$ cat config.mk
export PLATFORM = sky130hd
export DESIGN_NAME = vga_sync_monitor_flat
export DESIGN_NICKNAME = d
export VERILOG_FILES = /design/src/rtl/vga_sync_monitor_pkg.sv /design/src/rtl/vga_sync_monitor_if.sv /design/src/rtl/vga_sync_monitor_sync_pulse_meas.sv /design/src/rtl/vga_sync_monitor.sv /design/src/flat_wrapper.sv
export SDC_FILE = /design/constraint.sdc
export NUM_CORES = 1
export LEC_CHECK = 0
export ABC_AREA = 0
export BUFFER_PORTS_ARGS = -buffer_cell sky130_fd_sc_hd__buf_2
export CAP_MARGIN = 10
export CORE_ASPECT_RATIO = 0.8
export CORE_UTILIZATION = 45
export CTS_BUF_LIST = sky130_fd_sc_hd__clkbuf_8
export DETAILED_ROUTE_END_ITERATION = 12
export GPL_TIMING_DRIVEN = 0
export SYNTH_ARGS = -nofsm -noshare
export SYNTH_HDL_FRONTEND = slang
export SYNTH_SLANG_ARGS = --single-unit
$ cat constraint.sdc
create_clock -name clk -period 5.3 [get_ports clk]
set_input_delay 1.06 -clock clk [delete_from_list [all_inputs] [get_ports clk]]
set_output_delay 1.06 -clock clk [all_outputs]
set_load 0.01 [all_outputs]
$ cat src/rtl/vga_sync_monitor_pkg.sv
// Shared timing defaults, error causes, FSM encodings and counter helpers
// for the VGA sync monitor.
package vga_sync_monitor_pkg;

  // Default 640x480 timing in pixel ticks / lines.
  localparam int   H_TOTAL_DEF     = 800;
  localparam int   H_SYNC_DEF      = 96;
  localparam int   V_TOTAL_DEF     = 521;
  localparam int   V_SYNC_DEF      = 2;
  localparam logic SYNC_POL_DEF    = 1'b0;
  localparam int   LOCK_FRAMES_DEF = 2;

  // All measurement counters are 10 bits and saturate at all-ones.
  localparam int CNT_W = 10;
  typedef logic [CNT_W-1:0] cnt_t;
  localparam cnt_t CNT_MAX = '1;

  // First-error cause codes; a lower value has priority on a shared tick.
  typedef logic [2:0] err_code_t;
  localparam err_code_t ERR_NONE     = 3'd0;
  localparam err_code_t ERR_H_PERIOD = 3'd1;
  localparam err_code_t ERR_H_WIDTH  = 3'd2;
  localparam err_code_t ERR_V_LINES  = 3'd3;
  localparam err_code_t ERR_V_WIDTH  = 3'd4;
  localparam err_code_t ERR_TIMEOUT  = 3'd5;

  typedef enum logic [1:0] {
    ST_SEARCH  = 2'd0,
    ST_MEASURE = 2'd1,
    ST_LOCKED  = 2'd2
  } mon_state_t;

  // Increment that sticks at CNT_MAX instead of wrapping.
  function automatic cnt_t sat_inc(input cnt_t v);
    return (v == CNT_MAX) ? CNT_MAX : v + cnt_t'(1);
  endfunction

endpackage

$ cat src/rtl/vga_sync_monitor_if.sv
// Bundle of the sync signals under test, the error-clear strobe and the
// monitor's status outputs. Inputs are only looked at on clocks where
// pix_en is 1 (err_clr excepted, which acts on any clock); there is no
// valid/ready handshake, the monitor never back-pressures the source.
interface vga_sync_monitor_if;
  import vga_sync_monitor_pkg::*;

  logic       pix_en;
  logic       hsync;
  logic       vsync;
  logic       err_clr;
  logic       locked;
  logic       err_sticky;
  err_code_t  err_code;
  logic [7:0] frame_cnt;
  cnt_t       line_cnt;
  cnt_t       h_period_meas;
  mon_state_t dbg_state;

  // Source side: the sync generator tap plus whoever reads the status.
  modport master (
    output pix_en, hsync, vsync, err_clr,
    input  locked, err_sticky, err_code, frame_cnt, line_cnt,
           h_period_meas, dbg_state
  );

  // Monitor side.
  modport slave (
    input  pix_en, hsync, vsync, err_clr,
    output locked, err_sticky, err_code, frame_cnt, line_cnt,
           h_period_meas, dbg_state
  );
endinterface

$ cat src/rtl/vga_sync_monitor_sync_pulse_meas.sv
// Edge detector plus period and width counters for one sync pulse.
// Edge outputs are combinational and valid only on enabled clocks; the
// counters advance on those same clocks and so are seen one clock later.
module sync_pulse_meas
  import vga_sync_monitor_pkg::*;
#(
  parameter logic POL = 1'b0
) (
  input  logic clk,
  input  logic rst,
  input  logic en,
  input  logic sig,
  output logic assert_edge,
  output logic deassert_edge,
  output cnt_t cnt,
  output cnt_t width
);

  logic prev_q;
  cnt_t cnt_q;
  cnt_t wid_q;
  logic active;
  logic prev_active;

  assign active        = (sig == POL);
  assign prev_active   = (prev_q == POL);
  assign assert_edge   = en & active & ~prev_active;
  assign deassert_edge = en & ~active & prev_active;
  assign cnt           = cnt_q;
  assign width         = wid_q;

  // Previous level, ticks since the last assert edge, ticks held active.
  always_ff @(posedge clk or posedge rst) begin
    if (rst) begin
      prev_q <= ~POL;
      cnt_q  <= '0;
      wid_q  <= '0;
    end else if (en) begin
      prev_q <= sig;
      if (assert_edge) begin
        cnt_q <= '0;
      end else begin
        cnt_q <= sat_inc(cnt_q);
      end
      if (assert_edge) begin
        wid_q <= cnt_t'(1);
      end else if (active) begin
        wid_q <= sat_inc(wid_q);
      end
    end
  end

endmodule

$ cat src/rtl/vga_sync_monitor.sv
// Receive-side checker for a VGA sync stream: measures line period, hsync
// width, lines per frame and vsync width, locks after consecutive good
// frames and records the first error cause once locked.
module vga_sync_monitor
  import vga_sync_monitor_pkg::*;
#(
  parameter int   H_TOTAL     = H_TOTAL_DEF,
  parameter int   H_SYNC      = H_SYNC_DEF,
  parameter int   V_TOTAL     = V_TOTAL_DEF,
  parameter int   V_SYNC      = V_SYNC_DEF,
  parameter logic SYNC_POL    = SYNC_POL_DEF,
  parameter int   LOCK_FRAMES = LOCK_FRAMES_DEF
) (
  input logic               clk,
  input logic               rst,
  vga_sync_monitor_if.slave bus
);

  logic       h_as, h_de, v_as, v_de, v_en;
  cnt_t       h_cnt, h_wid, v_cnt, v_wid;
  cnt_t       h_per, v_lines;
  logic       mis_h_period, mis_h_width, mis_v_lines, mis_v_width;
  logic       mis_any, h_to, v_to, timeout;
  err_code_t  err_cause;

  mon_state_t state_q, state_d;
  logic [7:0] good_q, good_d;
  logic       frame_bad_q, frame_bad_d;
  logic       frame_inc, err_set;
  logic [7:0] frame_cnt_q;
  logic       err_sticky_q;
  err_code_t  err_code_q;
  cnt_t       h_period_q;

  // Horizontal path counts pixel ticks.
  sync_pulse_meas #(.POL(SYNC_POL)) u_h_meas (
    .clk           (clk),
    .rst           (rst),
    .en            (bus.pix_en),
    .sig           (bus.hsync),
    .assert_edge   (h_as),
    .deassert_edge (h_de),
    .cnt           (h_cnt),
    .width         (h_wid)
  );

  // Vertical path counts lines: it only advances on hsync assert edges,
  // so vsync is sampled at line starts and a coincident vsync edge makes
  // that new line line 0 while the hsync check closes the previous line.
  assign v_en = bus.pix_en & h_as;

  sync_pulse_meas #(.POL(SYNC_POL)) u_v_meas (
    .clk           (clk),
    .rst           (rst),
    .en            (v_en),
    .sig           (bus.vsync),
    .assert_edge   (v_as),
    .deassert_edge (v_de),
    .cnt           (v_cnt),
    .width         (v_wid)
  );

  assign h_per   = sat_inc(h_cnt);
  assign v_lines = sat_inc(v_cnt);

  assign mis_h_period = h_as & (h_per != cnt_t'(H_TOTAL));
  assign mis_h_width  = h_de & (h_wid != cnt_t'(H_SYNC));
  assign mis_v_lines  = v_as & (v_lines != cnt_t'(V_TOTAL));
  assign mis_v_width  = v_de & (v_wid != cnt_t'(V_SYNC));
  assign mis_any      = mis_h_period | mis_h_width | mis_v_lines | mis_v_width;

  // Timeout fires once, on the tick a counter climbs onto its saturation
  // value; a stuck vsync (1023 lines without an edge) is treated the same.
  assign h_to    = bus.pix_en & ~h_as & (h_cnt == CNT_MAX - cnt_t'(1));
  assign v_to    = v_en & ~v_as & (v_cnt == CNT_MAX - cnt_t'(1));
  assign timeout = h_to | v_to;

  // Lowest cause code wins when several checks fail on one tick.
  always_comb begin
    err_cause = ERR_NONE;
    if (mis_h_period)     err_cause = ERR_H_PERIOD;
    else if (mis_h_width) err_cause = ERR_H_WIDTH;
    else if (mis_v_lines) err_cause = ERR_V_LINES;
    else if (mis_v_width) err_cause = ERR_V_WIDTH;
    else if (timeout)     err_cause = ERR_TIMEOUT;
  end

  // Next state, good-frame counting and the error/frame strobes.
  always_comb begin
    state_d     = state_q;
    good_d      = good_q;
    frame_bad_d = frame_bad_q;
    frame_inc   = 1'b0;
    err_set     = 1'b0;
    case (state_q)
      ST_SEARCH: begin
        // The partial frame before the first vsync edge is never checked.
        if (v_as) begin
          state_d     = ST_MEASURE;
          good_d      = '0;
          frame_bad_d = 1'b0;
        end
      end
      ST_MEASURE: begin
        if (timeout) begin
          state_d     = ST_SEARCH;
          good_d      = '0;
          frame_bad_d = 1'b0;
        end else if (v_as) begin
          frame_bad_d = 1'b0;
          if (frame_bad_q || mis_any) begin
            good_d = '0;
          end else if (good_q + 8'd1 >= 8'(LOCK_FRAMES)) begin
            state_d = ST_LOCKED;
            good_d  = '0;
          end else begin
            good_d = good_q + 8'd1;
          end
        end else if (mis_any) begin
          good_d      = '0;
          frame_bad_d = 1'b1;
        end
      end
      ST_LOCKED: begin
        if (mis_any || timeout) begin
          state_d = ST_SEARCH;
          err_set = 1'b1;
        end else if (v_as) begin
          frame_inc = 1'b1;
        end
      end
      default: state_d = ST_SEARCH;
    endcase
  end

  // FSM state and lock bookkeeping.
  always_ff @(posedge clk or posedge rst) begin
    if (rst) begin
      state_q     <= ST_SEARCH;
      good_q      <= '0;
      frame_bad_q <= 1'b0;
    end else begin
      state_q     <= state_d;
      good_q      <= good_d;
      frame_bad_q <= frame_bad_d;
    end
  end

  // Verified-frame counter, wraps naturally at 8 bits.
  always_ff @(posedge clk or posedge rst) begin
    if (rst) begin
      frame_cnt_q <= '0;
    end else if (frame_inc) begin
      frame_cnt_q <= frame_cnt_q + 8'd1;
    end
  end

  // Sticky error: keeps the first cause; a new error beats a same-clock clear.
  always_ff @(posedge clk or posedge rst) begin
    if (rst) begin
      err_sticky_q <= 1'b0;
      err_code_q   <= ERR_NONE;
    end else if (err_set) begin
      err_sticky_q <= 1'b1;
      if (err_code_q == ERR_NONE || bus.err_clr) begin
        err_code_q <= err_cause;
      end
    end else if (bus.err_clr) begin
      err_sticky_q <= 1'b0;
      err_code_q   <= ERR_NONE;
    end
  end

  // Last measured line period, captured at every hsync assert edge.
  always_ff @(posedge clk or posedge rst) begin
    if (rst) begin
      h_period_q <= '0;
    end else if (h_as) begin
      h_period_q <= h_per;
    end
  end

  assign bus.locked        = (state_q == ST_LOCKED);
  assign bus.err_sticky    = err_sticky_q;
  assign bus.err_code      = err_code_q;
  assign bus.frame_cnt     = frame_cnt_q;
  assign bus.line_cnt      = v_cnt;
  assign bus.h_period_meas = h_period_q;
  assign bus.dbg_state     = state_q;

endmodule

$ cat src/flat_wrapper.sv
// flat-port wrapper written by rule: the top's interface ports become plain ports
module vga_sync_monitor_flat import vga_sync_monitor_pkg::*;
#(
  parameter int   H_TOTAL     = H_TOTAL_DEF,
  parameter int   H_SYNC      = H_SYNC_DEF,
  parameter int   V_TOTAL     = V_TOTAL_DEF,
  parameter int   V_SYNC      = V_SYNC_DEF,
  parameter logic SYNC_POL    = SYNC_POL_DEF,
  parameter int   LOCK_FRAMES = LOCK_FRAMES_DEF
)
  (clk, rst, bus_pix_en, bus_hsync, bus_vsync, bus_err_clr, bus_locked, bus_err_sticky, bus_err_code, bus_frame_cnt, bus_line_cnt, bus_h_period_meas, bus_dbg_state);
  vga_sync_monitor_if bus_i ();
  input logic clk;
  input logic rst;
  input wire logic [$bits(bus_i.pix_en)-1:0] bus_pix_en;
  input wire logic [$bits(bus_i.hsync)-1:0] bus_hsync;
  input wire logic [$bits(bus_i.vsync)-1:0] bus_vsync;
  input wire logic [$bits(bus_i.err_clr)-1:0] bus_err_clr;
  output wire logic [$bits(bus_i.locked)-1:0] bus_locked;
  output wire logic [$bits(bus_i.err_sticky)-1:0] bus_err_sticky;
  output wire logic [$bits(bus_i.err_code)-1:0] bus_err_code;
  output wire logic [$bits(bus_i.frame_cnt)-1:0] bus_frame_cnt;
  output wire logic [$bits(bus_i.line_cnt)-1:0] bus_line_cnt;
  output wire logic [$bits(bus_i.h_period_meas)-1:0] bus_h_period_meas;
  output wire logic [$bits(bus_i.dbg_state)-1:0] bus_dbg_state;
  assign bus_i.pix_en = bus_pix_en;
  assign bus_i.hsync = bus_hsync;
  assign bus_i.vsync = bus_vsync;
  assign bus_i.err_clr = bus_err_clr;
  assign bus_locked = bus_i.locked;
  assign bus_err_sticky = bus_i.err_sticky;
  assign bus_err_code = bus_i.err_code;
  assign bus_frame_cnt = bus_i.frame_cnt;
  assign bus_line_cnt = bus_i.line_cnt;
  assign bus_h_period_meas = bus_i.h_period_meas;
  assign bus_dbg_state = bus_i.dbg_state;
  vga_sync_monitor #(.H_TOTAL(H_TOTAL), .H_SYNC(H_SYNC), .V_TOTAL(V_TOTAL), .V_SYNC(V_SYNC), .SYNC_POL(SYNC_POL), .LOCK_FRAMES(LOCK_FRAMES)) u_core (.clk(clk), .rst(rst), .bus(bus_i));
endmodule
==> results of run 1 <==
layout make-up:
class / instances / area [um^2]
Buffer: 26 / 101.3
Tap cell: 115 / 143.9
Sequential cell: 75 / 1879
Clock inverter: 4 / 42.54
Fill cell: 880 / 4290
Timing Repair Buffer: 41 / 227.7
Clock buffer: 11 / 151.4
Inverter: 22 / 85.08
Multi-Input combinational cell: 361 / 2232
stage by stage:
stage | util | instance area [um^2] | setup slack (ps)
final | 0.5313 | 4863 | 1978
after global routing | 0.5313 | 4863 | 1724
after CTS | 0.5313 | 4863 | 1967
after detailed placement | 0.5101 | 4669 | 1591
after global placement | 0.5068 | 4639 | 1325
after floorplan | - | 4295 | 2333
Yosys cell counts, types with 4 or more instances:
library cell  count
nor3_1           14
nand2b_1          8
and3_1           12
a21o_1            6
a31o_2            4
dfrtp_1          73
ha_1             11
nand4_1          11
a31oi_1          21
o22ai_1           4
and2_1           15
xor2_1            9
clkbuf_1         25
nor2_1           39
o21ai_0          22
nand2_1          44
inv_1            22
a21oi_1          46
o22a_1           10
nor4_1            5
nand3_1          23
cells in the final DEF, fill, tap and decap left out, types with 5 or more instances in the layout:
| master | n |
|---|---|
| a21o_1 | 6 |
| a21oi_1 | 46 |
| a31oi_1 | 21 |
| and2_1 | 15 |
| and3_1 | 12 |
| buf_2 | 40 |
| clkbuf_1 | 25 |
| clkbuf_8 | 11 |
| dfrtp_1 | 73 |
| ha_1 | 11 |
| inv_1 | 23 |
| nand2_1 | 44 |
| nand2b_1 | 8 |
| nand3_1 | 23 |
| nand4_1 | 11 |
| nor2_1 | 39 |
| nor3_1 | 14 |
| nor4_1 | 5 |
| o21ai_0 | 22 |
| o22a_1 | 10 |
| xor2_1 | 9 |
metal layers:
metal,global-route usage,share of wire,routed length [um]
met1,0.3058,0.51,5267
met2,0.3307,0.43,4426
met3,0.04271,0.041,424
met4,0.07371,0.012,122
met5,0,0,0
state kept, by name, summed over array words and instances, names as in the netlist, 3 cells and up:
register,cells
u_core.u_v_meas.width,10
u_core.u_v_meas.cnt,10
u_core.bus.err_code,3
u_core.u_h_meas.width,10
u_core.good_q,8
u_core.u_h_meas.cnt,10
u_core.bus.frame_cnt,8
u_core.bus.h_period_meas,10
cells by family (layout without fill, tap and decap cells):
kind of cell | after synthesis | count (layout)
AOI/OAI and AO/OA | 138 | 138
xor gates and xnor gates | 11 | 11
adders and majority gates | 11 | 11
and+or+nand+nor | 198 | 198
buffers and inverters | 48 | 104
DFF | 75 | 75
muxes | 3 | 3
report_power, final:
group | switching (mW) | internal, mW
registers | 0.0937 | 0.656
logic | 0.235 | 0.162
clock network | 0.207 | 0.237
total | 0.536 | 1.05
how the worst max path moves through the flow:
stage / slack (ps) / to / startpoint
after CTS: 1970 / u_core.bus.frame_cnt[6] / bus_pix_en
final: 1980 / u_core.bus.frame_cnt[3] / bus_pix_en
after floorplan: 2330 / u_core.bus.dbg_state[0] / rst
after global placement: 1320 / u_core.u_v_meas.cnt[6] / rst
after detailed placement: 1590 / u_core.bus.frame_cnt[6] / bus_pix_en
after global routing: 1720 / u_core.bus.frame_cnt[4] / bus_pix_en
==> key figures, run 1 <==
Run status
  • Status: finished with violations
  • Failing checks: DRC

Yosys
  • Syn Area/Cell: 8.875 um^2
  • Synth top area share: 0.4253
  • Synthesized area: 4295 um^2
  • Largest family of logic cells by synthesized area: simple AND/OR/NAND/NOR gates
  • Register bit count reported by yosys: 75
  • Yosys warns: 0
  • Library cells used by synthesis: 62
  • Synth async-reset ratio: 1.000
  • Prevailing post-synth register cell: dfrtp_1
  • Syn Inst Count: 484
  • Synth Area in Adders: 0.03204
  • Syn_nets: 501
  • Post-synth EDFFs: 0
  • XOR/XNOR Fraction of Synth Area: 0.02243
  • Simple-gate share of the synthesized area: 0.2479
  • Biggest area consumer among synthesized cells: dfrtp_1
  • Multiplexer area fraction after synthesis: 0.007282
  • Sequential area share after synthesis: 0.4375
  • Top post-synthesis cells by area: dfrtp_1, a21oi_1, nand2_1, nor2_1, ha_1
  • Compound-Gate Fraction of Synth Area: 0.2100

Floorplan
  • Die Width: 111.2 um
  • Area of the core: 9154 um^2
  • FP Rows: 31
  • Starting Density: 0.4692
  • Chip height: 89.39 um
  • I/O pins: 41
  • Die Area: 9942 um^2

Worst hold path
  • Hold EP: u_core.bus.frame_cnt[7]
  • Hold Crit Start: u_core.bus.frame_cnt[7]
  • Worst min path class: reg -> reg
  • Worst hold stages: 1

Detailed routing
  • Post-DRT Antenna Nets: 0
  • WL/cell: 15.64 um
  • Remaining DRCs: 6
  • TritonRoute pass-1 iters: 8
  • Final wirelength: 10,240 um
  • Vias: 3,772
  • DR iter-0 viols: 231
  • Via density per instance: 5.759

Final layout
  • Ant diodes: 0
  • Final Non-Filler Cells: 655
  • Layout area overhead: 13.22%
  • Layout cell share with drive strength beyond 1: 0.1352
  • Nets@finish: 553

Setup path
  • Critical path launch point type: input pin
  • Worst Reg-to-Reg Cells: 8
  • Slowest stage cell, crit path: a31oi_1
  • Bufs and invs on worst path: 4
  • R2R Setup Slk: 2260 ps
  • CP Max Fanout: 10
  • Reg2reg end: u_core.good_q[0]
  • Worst path top cell family by delay: buffers and inverters
  • Critical path class: in -> reg
  • Most used cell, CP: clkbuf_1
  • Critical Path RT: 5530 ps
  • Crit path cell chain: buf_2, clkbuf_1, inv_1, nor2_1, nand2_1, a31oi_1, clkbuf_1, nor3_1, xor2_1
  • CP peak stage delay: 580 ps
  • Worst r2r src: u_core.u_h_meas.cnt[1]
  • CP endpoint kind: flip-flop
  • CP arrival: 3550 ps
  • Critical path depth in cells: 9

CTS
  • Clock-pin slew on the worst setup and hold paths: 70 ps
  • Post-CTS Setup Bufs: 0
  • Htree depth: 3
  • Hold Buf Count CTS: 0
  • Post-CTS sizing: 0
  • Max clock buf depth: 2
  • Skew-Pair Late Insertion Delay: 360 ps
  • TritonCTS clock tree: built
  • CTS buffer count: 9
  • Clk root buf: clkbuf_8
  • Clk sink count: 75

Power and ir drop
  • Leakage: 2.300 nW
  • Tot Pwr: 1.590 mW
  • Pwr dens: 327.0 nW/um^2
  • Peak VDD IR: 0.1883 mV

GRT
  • Gr usage total: 0.2153
  • Number of global-route vias before repair: 3,409
  • GRT overflow: 0
  • Initial antenna violation count: 0
  • First-pass GRT wire length: 16,910 um
  • Pin count of the biggest net entering global routing: 44

Timing
  • Peak Freq: 301.1 MHz
  • Sum Neg Setup Slack: 0 ps
  • Worst-margin pin slew: 674.3 ps
  • Setup-failing EPs final: 0
  • Min Tclk post-route: 3322 ps
  • Final hold vios: 0
  • Final Max Slew Viols: 0
  • WHS: 463.1 ps
  • Clock Skew: 8.878 ps
  • Slew Limit Headroom: 0.5456
  • RSZ-0062 raised after global routing: no
  • Part of the cycle the worst path needs: 0.6267

Place
  • Placed cells: 640
  • RePlAce Congestion: 0.8906
  • Port Buffers: 40
  • Hpwl dp: 7299 um

Job
  • Number of max-cap violations: 0
Power figures use the tool's default switching activity.
==> run 2: changes to the inputs <==
--- a/config.mk
+++ b/config.mk
@@ -13,6 +13,7 @@
 export CTS_BUF_LIST = sky130_fd_sc_hd__clkbuf_8
 export DETAILED_ROUTE_END_ITERATION = 12
 export GPL_TIMING_DRIVEN = 0
+export PLACE_DENSITY = 0.66
 export SYNTH_ARGS = -nofsm -noshare
 export SYNTH_HDL_FRONTEND = slang
 export SYNTH_SLANG_ARGS = --single-unit
==> constraint.sdc (replaced) <==
create_clock -name clk -period 2.82 [get_ports clk]
set_input_delay 0.564 -clock clk [delete_from_list [all_inputs] [get_ports clk]]
set_output_delay 0.564 -clock clk [all_outputs]
set_load 0.01 [all_outputs]
==> key figures, run 2 (synthesized netlist as in run 1, its figures left out) <==
Run status
  • Status: finished with violations (unchanged)
  • Failing checks: DRC (unchanged)

Timing
  • Part of the cycle the worst path needs: 0.9677
  • RSZ-0062 raised after global routing: yes (was no)
  • Worst-margin pin slew: 591.4 ps (was 674.3 ps)
  • Slew Limit Headroom: 0.6057 (was 0.5456)
  • Final hold vios: 0 (unchanged)
  • Min Tclk post-route: 2729 ps
  • Clock Skew: 13.48 ps (was 8.878 ps)
  • Final Max Slew Viols: 0 (unchanged)
  • Setup-failing EPs final: 0 (unchanged)
  • Peak Freq: 366.4 MHz

Setup path
  • CP endpoint kind: flip-flop (unchanged)
  • Critical path class: reg -> reg (was in -> reg)
  • Worst Reg-to-Reg Cells: 8 (unchanged)
  • CP Max Fanout: 9 (was 10)
  • Critical path launch point type: flip-flop (was input pin)
  • CP arrival: 2970 ps (was 3550 ps)
  • Critical Path RT: 3060 ps (was 5530 ps)

Final layout
  • Layout cell share with drive strength beyond 1: 0.1664 (was 0.1352)
  • Most frequent cells in the layout: dfrtp_1, a21oi_1, nand2_1, buf_2, nor2_1 (unchanged)
  • Ant diodes: 0 (unchanged)
  • Most common cell after layout, fill and taps aside: dfrtp_1 (unchanged)
  • Layout area overhead: 14.86% (was 13.22%)
  • Design area: 4933 um^2 (was 4863 um^2)
  • Nets@finish: 553 (unchanged)
  • Fillers: 841 (was 880)

Power and ir drop
  • Sw Pwr: 1.036 mW (was 535.6 uW)
  • Peak VDD IR: 0.3973 mV (was 0.1883 mV)
  • Int Power: 2.039 mW (was 1.055 mW)
  • Leakage: 2.316 nW (was 2.300 nW)
  • Clock Power Share: 0.287 (was 0.279)
  • Tot Pwr: 3.075 mW (was 1.590 mW)
  • Pwr dens: 623.3 nW/um^2 (was 327.0 nW/um^2)
  • Comb pwr share: 0.253 (was 0.250)
  • Seq pwr share: 0.460 (was 0.471)
  • Sw Share: 0.3368 (about the same)

CTS
  • Max clock buf depth: 2 (unchanged)
  • Clock-pin slew on the worst setup and hold paths: 80 ps (was 70 ps)
  • CTS buffer count: 9 (unchanged)
  • Clk sink count: 75 (unchanged)
  • Clk root buf: clkbuf_8 (unchanged)
  • TritonCTS clock tree: built (unchanged)
  • Skew-Pair Late Insertion Delay: 360 ps (about the same)
  • Htree depth: 3 (unchanged)

Floorplan
  • I/O pins: 41 (unchanged)
  • Starting Density: 0.4692 (unchanged)
  • Die Width: 111.2 um (unchanged)
  • Area of the core: 9154 um^2 (unchanged)
  • Chip height: 89.39 um (unchanged)
  • Die Area: 9942 um^2 (unchanged)
  • FP Rows: 31 (unchanged)

GRT
  • Pin count of the biggest net entering global routing: 56 (was 44)
  • GRT overflow: 0 (unchanged)
  • Gr usage total: 0.2158 (was 0.2153)
  • First-pass GRT wire length: 16,800 um (was 16,910 um)
  • Initial antenna violation count: 0 (unchanged)
  • Number of global-route vias before repair: 3,439 (was 3,409)

Detailed routing
  • Via density per instance: 5.841 (was 5.759)
  • WL/cell: 15.48 um (was 15.64 um)
  • Remaining DRCs: 12 (was 6)
  • TritonRoute pass-1 iters: 8 (unchanged)
  • Post-DRT Antenna Nets: 0 (unchanged)
  • Vias: 3,832 (was 3,772)
  • Final wirelength: 10,160 um (was 10,240 um)
  • DR iter-0 viols: 376 (was 231)

Place
  • Hpwl dp: 7191 um (was 7299 um)
  • RePlAce Congestion: 0.8954 (was 0.8906)
  • Placed Area: 4669 um^2 (unchanged)
  • Port Buffers: 40 (unchanged)

Job
  • Number of max-cap violations: 0 (unchanged)

Worst hold path
  • Worst min path class: in -> async (was reg -> reg)
## run 2: metal layers
metal | up-vias | part of all wire | GRT usage | wire (um)
met5 | - | 0 | 0 | 0
met4 | 0 | 0.015 | 0.07862 | 150
met3 | 15 | 0.051 | 0.05627 | 515
met2 | 80 | 0.44 | 0.3347 | 4446
met1 | 1867 | 0.50 | 0.2939 | 5044
li1 | 1870 | - | - | -
## run 2: power by group through the flow
stage | clock (mW) | sequential (mW) | combinational, mW
after floorplan | 0 | 1.42 | 0.503
after global placement | 0 | 1.41 | 0.730
after detailed placement | 0 | 1.42 | 0.753
after CTS | 0.913 | 1.37 | 0.818
after global routing | 0.954 | 1.44 | 0.869
final | 0.882 | 1.41 | 0.779
## run 2: area by class of cell
class	instances	area [um^2]	area share
plain buffers	23	93.84	0.01902
clock buffers	12	165.2	0.03348
clock inverters	4	48.80	0.009891
inverters	22	85.08	0.01725
multi-input cells	361	2261	0.4583
flip-flops and latches	75	1886	0.3822
well taps	115	143.9	0.02917
repair buffers	44	250.2	0.05072
## run 2: final timing paths
kind                                         startpoint  slack (ps)                     endpoint
worst min register to register  u_core.bus.frame_cnt[7]         480      u_core.bus.frame_cnt[7]
worst max-delay path             u_core.u_v_meas.cnt[2]          90      u_core.bus.frame_cnt[1]
worst min-delay path                                rst         160  u_core.bus.h_period_meas[0]
worst max register to register   u_core.u_v_meas.cnt[2]          90      u_core.bus.frame_cnt[1]
max in group asynchronous                           rst        2070       u_core.u_v_meas.prev_q
min in group clk                              bus_vsync         430       u_core.u_v_meas.prev_q
## run 2: critical path: stages (launching register included)
cell and delay (ps):
dfrtp_1 350, buf_4 150, and3_4 240, nand4_4 150, or4_4 560, a221oi_4 350, nand4_2 260, nor2_2 210
mux2_1 340
## run 2: what timing repair did
action | 4_1_cts | 5_1_grt
setup buffers | 2 | 1
gates resized for setup | 8 | 7
pin swaps | 0 | 2
endpoints found under the setup margin | 22 | 19
hold buffers | 0 | 0
## run 2: metrics by stage
stage	setup TNS, ps	util	std cells	worst slack [ps]	hold slack, ps
after CTS	0	0.5381	658	16.31	148.6
after detailed placement	-4991	0.5101	640	-378.4	466.1
final	0	0.5390	656	91.07	158.1
after floorplan	0	-	484	82.69	476.1
after global routing	-16.54	0.5390	656	-16.54	161.2
after global placement	-50680	0.5068	639	-630.5	452.6
